$ cat src/rtl/iir_biquad_mc.sv
// Time-shared, multi-channel direct-form-I biquad with a two-stage pipeline.
// Products are registered in stage 1; sum, rounding and saturate/wrap happen in stage 2.
module iir_biquad_mc #(
  parameter int DW       = 11,
  parameter int CW       = 12,
  parameter int FRAC     = 10,
  parameter int NCH      = 4,
  parameter int SAT      = 1,
  parameter int B0_INIT  = 47,
  parameter int B1_INIT  = -14,
  parameter int B2_INIT  = 47,
  parameter int MA1_INIT = 1544,
  parameter int MA2_INIT = -881,
  parameter int CHW      = (NCH > 1) ? $clog2(NCH) : 1
) (
  input  logic           clk,
  input  logic           rst,
  input  logic           clr,
  input  logic           coef_we,
  input  logic [2:0]     coef_sel,
  input  logic [CW-1:0]  coef_data,
  input  logic           coef_commit,
  input  logic           in_valid,
  input  logic [CHW-1:0] in_ch,
  input  logic [DW-1:0]  x,
  output logic           in_ready,
  output logic           out_valid,
  output logic [CHW-1:0] out_ch,
  output logic [DW-1:0]  y,
  output logic           sat_flag
);

  localparam int PW    = DW + CW;
  localparam int ACCW  = DW + CW + 3;
  localparam int RW    = ACCW - FRAC;
  localparam int NCOEF = 5;

  localparam logic [CHW:0] NCH_LIM = NCH[CHW:0];
  localparam logic signed [ACCW-1:0] RND_HALF = ACCW'(1 << (FRAC - 1));
  localparam logic signed [CW-1:0] INIT [NCOEF] = '{
    CW'(B0_INIT), CW'(B1_INIT), CW'(B2_INIT), CW'(MA1_INIT), CW'(MA2_INIT)
  };

  logic signed [CW-1:0] shd_q [NCOEF];
  logic signed [CW-1:0] act_q [NCOEF];

  logic signed [DW-1:0] x1_q [NCH];
  logic signed [DW-1:0] x2_q [NCH];
  logic signed [DW-1:0] y1_q [NCH];
  logic signed [DW-1:0] y2_q [NCH];

  logic                 s1_valid_q;
  logic [CHW-1:0]       s1_ch_q;
  logic signed [PW-1:0] prod_q [NCOEF];
  logic signed [PW-1:0] prod_d [NCOEF];

  logic                 out_valid_q;
  logic [CHW-1:0]       out_ch_q;
  logic signed [DW-1:0] y_q;
  logic                 sat_q;

  logic                   hazard;
  logic                   accept;
  logic signed [ACCW-1:0] acc;
  logic signed [ACCW-1:0] acc_r;
  logic signed [RW-1:0]   rnd;
  logic                   fits;
  logic signed [DW-1:0]   y_d;
  logic                   sat_d;

  function automatic logic signed [PW-1:0] smul(input logic signed [CW-1:0] c,
                                                input logic signed [DW-1:0] d);
    logic signed [PW-1:0] ce;
    logic signed [PW-1:0] de;
    ce = PW'(c);
    de = PW'(d);
    return ce * de;
  endfunction

  // A channel still in stage 1 has not yet written back y1, so it must wait a cycle.
  always_comb begin
    hazard   = s1_valid_q && (s1_ch_q == in_ch);
    in_ready = !hazard && ({1'b0, in_ch} < NCH_LIM) && !clr;
    accept   = in_valid && in_ready;
  end

  always_comb begin
    prod_d[0] = smul(act_q[0], $signed(x));
    prod_d[1] = smul(act_q[1], x1_q[in_ch]);
    prod_d[2] = smul(act_q[2], x2_q[in_ch]);
    prod_d[3] = smul(act_q[3], y1_q[in_ch]);
    prod_d[4] = smul(act_q[4], y2_q[in_ch]);
  end

  always_comb begin
    acc   = ACCW'(prod_q[0]) + ACCW'(prod_q[1]) + ACCW'(prod_q[2])
          + ACCW'(prod_q[3]) + ACCW'(prod_q[4]);
    acc_r = acc + RND_HALF;
    rnd   = RW'(acc_r >>> FRAC);
    fits  = (rnd == RW'($signed(rnd[DW-1:0])));
    sat_d = !fits;
    if (fits || SAT == 0) begin
      y_d = rnd[DW-1:0];
    end else if (rnd[RW-1]) begin
      y_d = {1'b1, {(DW-1){1'b0}}};
    end else begin
      y_d = {1'b0, {(DW-1){1'b1}}};
    end
  end

  always_ff @(posedge clk or posedge rst) begin
    if (rst) begin
      s1_valid_q  <= 1'b0;
      s1_ch_q     <= '0;
      out_valid_q <= 1'b0;
      out_ch_q    <= '0;
      y_q         <= '0;
      sat_q       <= 1'b0;
      for (int i = 0; i < NCOEF; i++) prod_q[i] <= '0;
      for (int c = 0; c < NCH; c++) begin
        x1_q[c] <= '0;
        x2_q[c] <= '0;
        y1_q[c] <= '0;
        y2_q[c] <= '0;
      end
    end else if (clr) begin
      s1_valid_q  <= 1'b0;
      out_valid_q <= 1'b0;
      for (int c = 0; c < NCH; c++) begin
        x1_q[c] <= '0;
        x2_q[c] <= '0;
        y1_q[c] <= '0;
        y2_q[c] <= '0;
      end
    end else begin
      s1_valid_q  <= accept;
      out_valid_q <= s1_valid_q;
      if (accept) begin
        s1_ch_q <= in_ch;
        for (int i = 0; i < NCOEF; i++) prod_q[i] <= prod_d[i];
      end
      if (s1_valid_q) begin
        y_q      <= y_d;
        out_ch_q <= s1_ch_q;
        sat_q    <= sat_d;
      end
      for (int c = 0; c < NCH; c++) begin
        if (accept && in_ch == CHW'(c)) begin
          x2_q[c] <= x1_q[c];
          x1_q[c] <= x;
        end
        if (s1_valid_q && s1_ch_q == CHW'(c)) begin
          y2_q[c] <= y1_q[c];
          y1_q[c] <= y_d;
        end
      end
    end
  end

  // Commit copies the pre-write shadow contents when both happen on one edge.
  always_ff @(posedge clk or posedge rst) begin
    if (rst) begin
      for (int i = 0; i < NCOEF; i++) begin
        shd_q[i] <= INIT[i];
        act_q[i] <= INIT[i];
      end
    end else begin
      if (coef_we && coef_sel < 3'(NCOEF)) shd_q[coef_sel] <= coef_data;
      if (coef_commit) begin
        for (int i = 0; i < NCOEF; i++) act_q[i] <= shd_q[i];
      end
    end
  end

  assign out_valid = out_valid_q;
  assign out_ch    = out_ch_q;
  assign y         = y_q;
  assign sat_flag  = sat_q;

endmodule

$ cat config.mk
export PLATFORM = sky130hd
export DESIGN_NAME = iir_biquad_mc
export DESIGN_NICKNAME = d
export VERILOG_FILES = /design/src/rtl/iir_biquad_mc.sv
export SDC_FILE = /design/constraint.sdc
export NUM_CORES = 2
export LEC_CHECK = 0
export CORE_UTILIZATION = 55
export CTS_BUF_LIST = sky130_fd_sc_hd__clkbuf_2 sky130_fd_sc_hd__clkbuf_4 sky130_fd_sc_hd__clkbuf_8
export DETAILED_ROUTE_END_ITERATION = 12
export GPL_ROUTABILITY_DRIVEN = 0
export HOLD_SLACK_MARGIN = 0.12
export PLACE_DENSITY_LB_ADDON = 0.12
export SKIP_CTS_REPAIR_TIMING = 1
export SLEW_MARGIN = 40
export SYNTH_ARGS = -nofsm -noshare
export SYNTH_HDL_FRONTEND = slang
export SYNTH_SLANG_ARGS = --single-unit
$ cat constraint.sdc
create_clock -name clk -period 19.3 [get_ports clk]
set_input_delay 3.86 -clock clk [delete_from_list [all_inputs] [get_ports clk]]
set_output_delay 3.86 -clock clk [all_outputs]
set_load 0.01 [all_outputs]
==> impl_metrics.json <==
{
  "worstMarginPinSlew_ns": 0.888,
  "reg2reg_slack_ns": 12.85,
  "min_to": "prod_q[92]",
  "finalHoldViolCount": 0,
  "synth_nets": 5733,
  "grt_max_degree": 126,
  "num_io_pins": 50,
  "dr.pass1.iters": 7,
  "grt_pass1_wl_mm": 184,
  "cp.required_ns": 19.82,
  "ys_warn_count": 0,
  "period_share_pct": 52.6,
  "grt_pass1_vias": 32674,
  "hold_depth": 2,
  "clockRootBuffer": "clkbuf_8",
  "dieArea_um2": 84100,
  "path_common_cell": "fa_1",
  "finalWorstSetupSlack_ns": 9.14,
  "antenna_found_initial": 10,
  "seqPwrFrac_pct": 18.6,
  "postSynthCellCount": 4709,
  "rsz0062_at_grt": "false",
  "p_int_mw": 3.67,
  "sw_frac_of_total_pct": 49.7,
  "multi_input_area_um2": 30700,
  "nNetsFinal": 5671,
  "yosysSeqAreaShare_pct": 23.7,
  "skew_ns": 0.0568,
  "dr_total_vias": 31882,
  "max_stage_delay_ns": 0.68,
  "dp_slack_ns": 8.48,
  "core_area_um2": 82100,
  "yosysMostFrequentCell": "inv_1",
  "arrival_ns": 10.68,
  "drive_above_1_share_pct": 9.57,
  "min_from": "prod_q[92]",
  "start_util_pct": 55.6,
  "h-tree-depth": 3,
  "max_cap_violations": 0,
  "startpoint_type": "input port",
  "syn_area_per_cell_um2": 9.69,
  "min_period_ns": 10.16,
  "insertion_delay_ns": 0.69,
  "area_delta_synth_final_pct": 7.04,
  "synth-edff-count": 0,
  "rr_endpoint": "prod_q[68]",
  "cts_num_sinks": 429,
  "rows": 105,
  "ir_drop_uv": 281,
  "grt_overflow": 0,
  "hp-class": "reg -> reg",
  "yosysTopAreaCell": "fa_1",
  "crit_chain": "buf_2 -> buf_4 -> mux4_2 -> and2_1 -> fa_1 -> inv_1 -> fa_1 -> inv_1 -> fa_1 -> fa_1 -> inv_1 -> fa_1 -> inv_1 -> ha_1 -> a21oi_1 -> a21oi_1 -> o31ai_1 -> o21ai_0 -> or4_1 -> a31oi_1 -> xnor2_1 -> o21ai_0",
  "placed_cell_area_um2": 47000,
  "clock.fmax_mhz": 98.4,
  "final_area_um2": 48800,
  "power_switching_mw": 3.62,
  "avgViaCountPerCell": 5.51,
  "drc": 0,
  "clockBufferDepth": 3,
  "final_util_pct": 59.5,
  "rr_worst_depth": 20,
  "finalMaxSlewViolations": 0,
  "ys_ff_latch": 429,
  "routedWlPerCell_um": 19.6,
  "n_fill_cell": 7214,
  "r2r_start": "x2_q[16]",
  "place_hpwl_mm": 86.7,
  "synthArstFlopShare_pct": 100,
  "ys_types": 60,
  "drt_iter0_drc": 2284,
  "status": "complete, no violations",
  "setup_violations": 0,
  "die_width_um": 290,
  "pwr-share-clk_pct": 13.9,
  "die_h_um": 290,
  "critPathCaptureType": "flip-flop",
  "maxSlewHeadroom_pct": 40.3,
  "synth.cell_area_um2": 45600,
  "drtAntennaViolNets": 0,
  "cts_buffers": 80,
  "powerDensity_nw_per_um2": 149,
  "io_buffer_count": 49,
  "clkTransAtPathRegs_ns": 0.06,
  "synthFlopType": "dfrtp_1",
  "wirelength_mm": 113,
  "yosysTopAreaCellShare_pct": 30.7,
  "crit_slowest_cell": "buf_4",
  "tns_ns": 0,
  "share_comb_of_total_power_pct": 67.5,
  "leakage_nw": 24.5,
  "path_class": "in -> reg",
  "cts_tree": "done",
  "seq_area_um2": 10800,
  "crit_fanout": 46,
  "ys_top_cells_by_area": "fa_1 (31%), dfrtp_1 (20%), ha_1 (8.0%)",
  "globalRouteTotalUtil_pct": 28.2,
  "yosys-top-cells-count": "inv_1 (908), nand2_1 (774), fa_1 (699)"
}
==> cells in the final DEF (no fill, tap or decap), drive strengths merged, types with 12 or more instances in the layout <==
cell type      instances
o21bai                13
dfstp                 58
clkbuf               120
or2                   15
nand3                 39
clkinv                13
nor3                  36
a21o                  24
mux4                  40
fa                   699
dfrtp                371
and3                  12
inv                  913
nand3b                34
a221o                 42
xnor2                 80
o21a                  12
a31oi                 28
a21oi                147
and2                 301
nor2                 113
o21ai                143
buf                   30
xor2                  47
a211oi                12
nand2b                26
mux2                 129
clkdlybuf4s50         44
ha                   291
nand2                774
==> sequential cells by signal, indices dropped and copies added, names as in the netlist <==
signal,count
prod_q,115
act_q,60
shd_q,60
x1_q,44
x2_q,44
y1_q,44
y2_q,44
y,11
out_ch,2
s1_ch_q,2
out_valid,1
s1_valid_q,1
sat_flag,1
==> critical path: cells and delay by family <==
kind / cells / cell delay, ns
XOR/XNOR: 1 / 0.13
buffers and inverters: 6 / 1.15
AO/OA/AOI/OAI: 6 / 1.38
adder cells (fa/ha/maj): 6 / 2.83
multiplexers: 1 / 0.60
AND/OR/NAND/NOR: 2 / 0.72
==> routing by layer <==
layer | wire [um] | up-vias | part of all wire [%] | GRT usage (%)
li1 | - | 14444 | - | -
met1 | 51800 | 16427 | 46 | 41.6
met2 | 52500 | 869 | 46 | 44.1
met3 | 6460 | 142 | 5.7 | 3.75
met4 | 2700 | 0 | 2.4 | 7.27
met5 | 0 | - | 0 | 0
==> cell families (layout without fill, tap and decap cells) <==
family          count (synthesis)  after routing  share of synthesized area, %
compound gates                478            478                          6.56
xor+xnor                      127            127                          2.44
fa+ha+maj                     990            990                          38.7
buf+inv                      1126           1129                          9.27
flops                         429            429                          23.7
mux                           174            174                          5.27
other cells                     0              4                             0
simple gates                 1385           1385                          14.1
==> through the flow <==
step / cells / power (mW) / hold slack, ns
final: 5786 / 7.29 / 0.472
after global routing: 5786 / 8.00 / 0.500
after CTS: 5782 / 7.29 / 0.468
after detailed placement: 5635 / 6.23 / 0.461
after global placement: 5632 / 6.11 / 0.454
after floorplan: 4709 / 4.86 / 0.443
==> cell type report <==
| type | instances | share of cell area [%] |
|---|---|---|
| Clock buffer | 120 | 3.06 |
| Clock inverter | 27 | 0.687 |
| Tap cell | 1070 | 2.74 |
| Sequential cell | 429 | 22.1 |
| Inverter | 908 | 7.01 |
| Timing Repair Buffer | 74 | 1.47 |
| Multi-Input combinational cell | 3154 | 62.9 |
| Antenna cell | 4 | 0.0205 |
==> power groups by stage <==
| stage | combinational (mW) | clock [mW] | sequential (mW) |
|---|---|---|---|
| 3_5_place_dp | 4.87 | 0 | 1.36 |
| 3_3_place_gp | 4.76 | 0 | 1.36 |
| 5_1_grt | 5.55 | 1.07 | 1.37 |
| 6_report | 4.92 | 1.01 | 1.35 |
| 4_1_cts | 4.91 | 1.03 | 1.35 |
| 2_1_floorplan | 3.66 | 0 | 1.20 |
==> worst max path at each step <==
stage	from	endpoint	cells past startpoint
final	in_ch[1]	prod_q[68]	22
after global routing	in_ch[1]	prod_q[68]	23
after CTS	in_ch[0]	in_ready	5
after detailed placement	in_ch[0]	prod_q[22]	22
after global placement	in_ch[0]	prod_q[22]	22
after floorplan	rst	act_q[12]	1
Note: power is estimated with default switching activity, not from simulation.
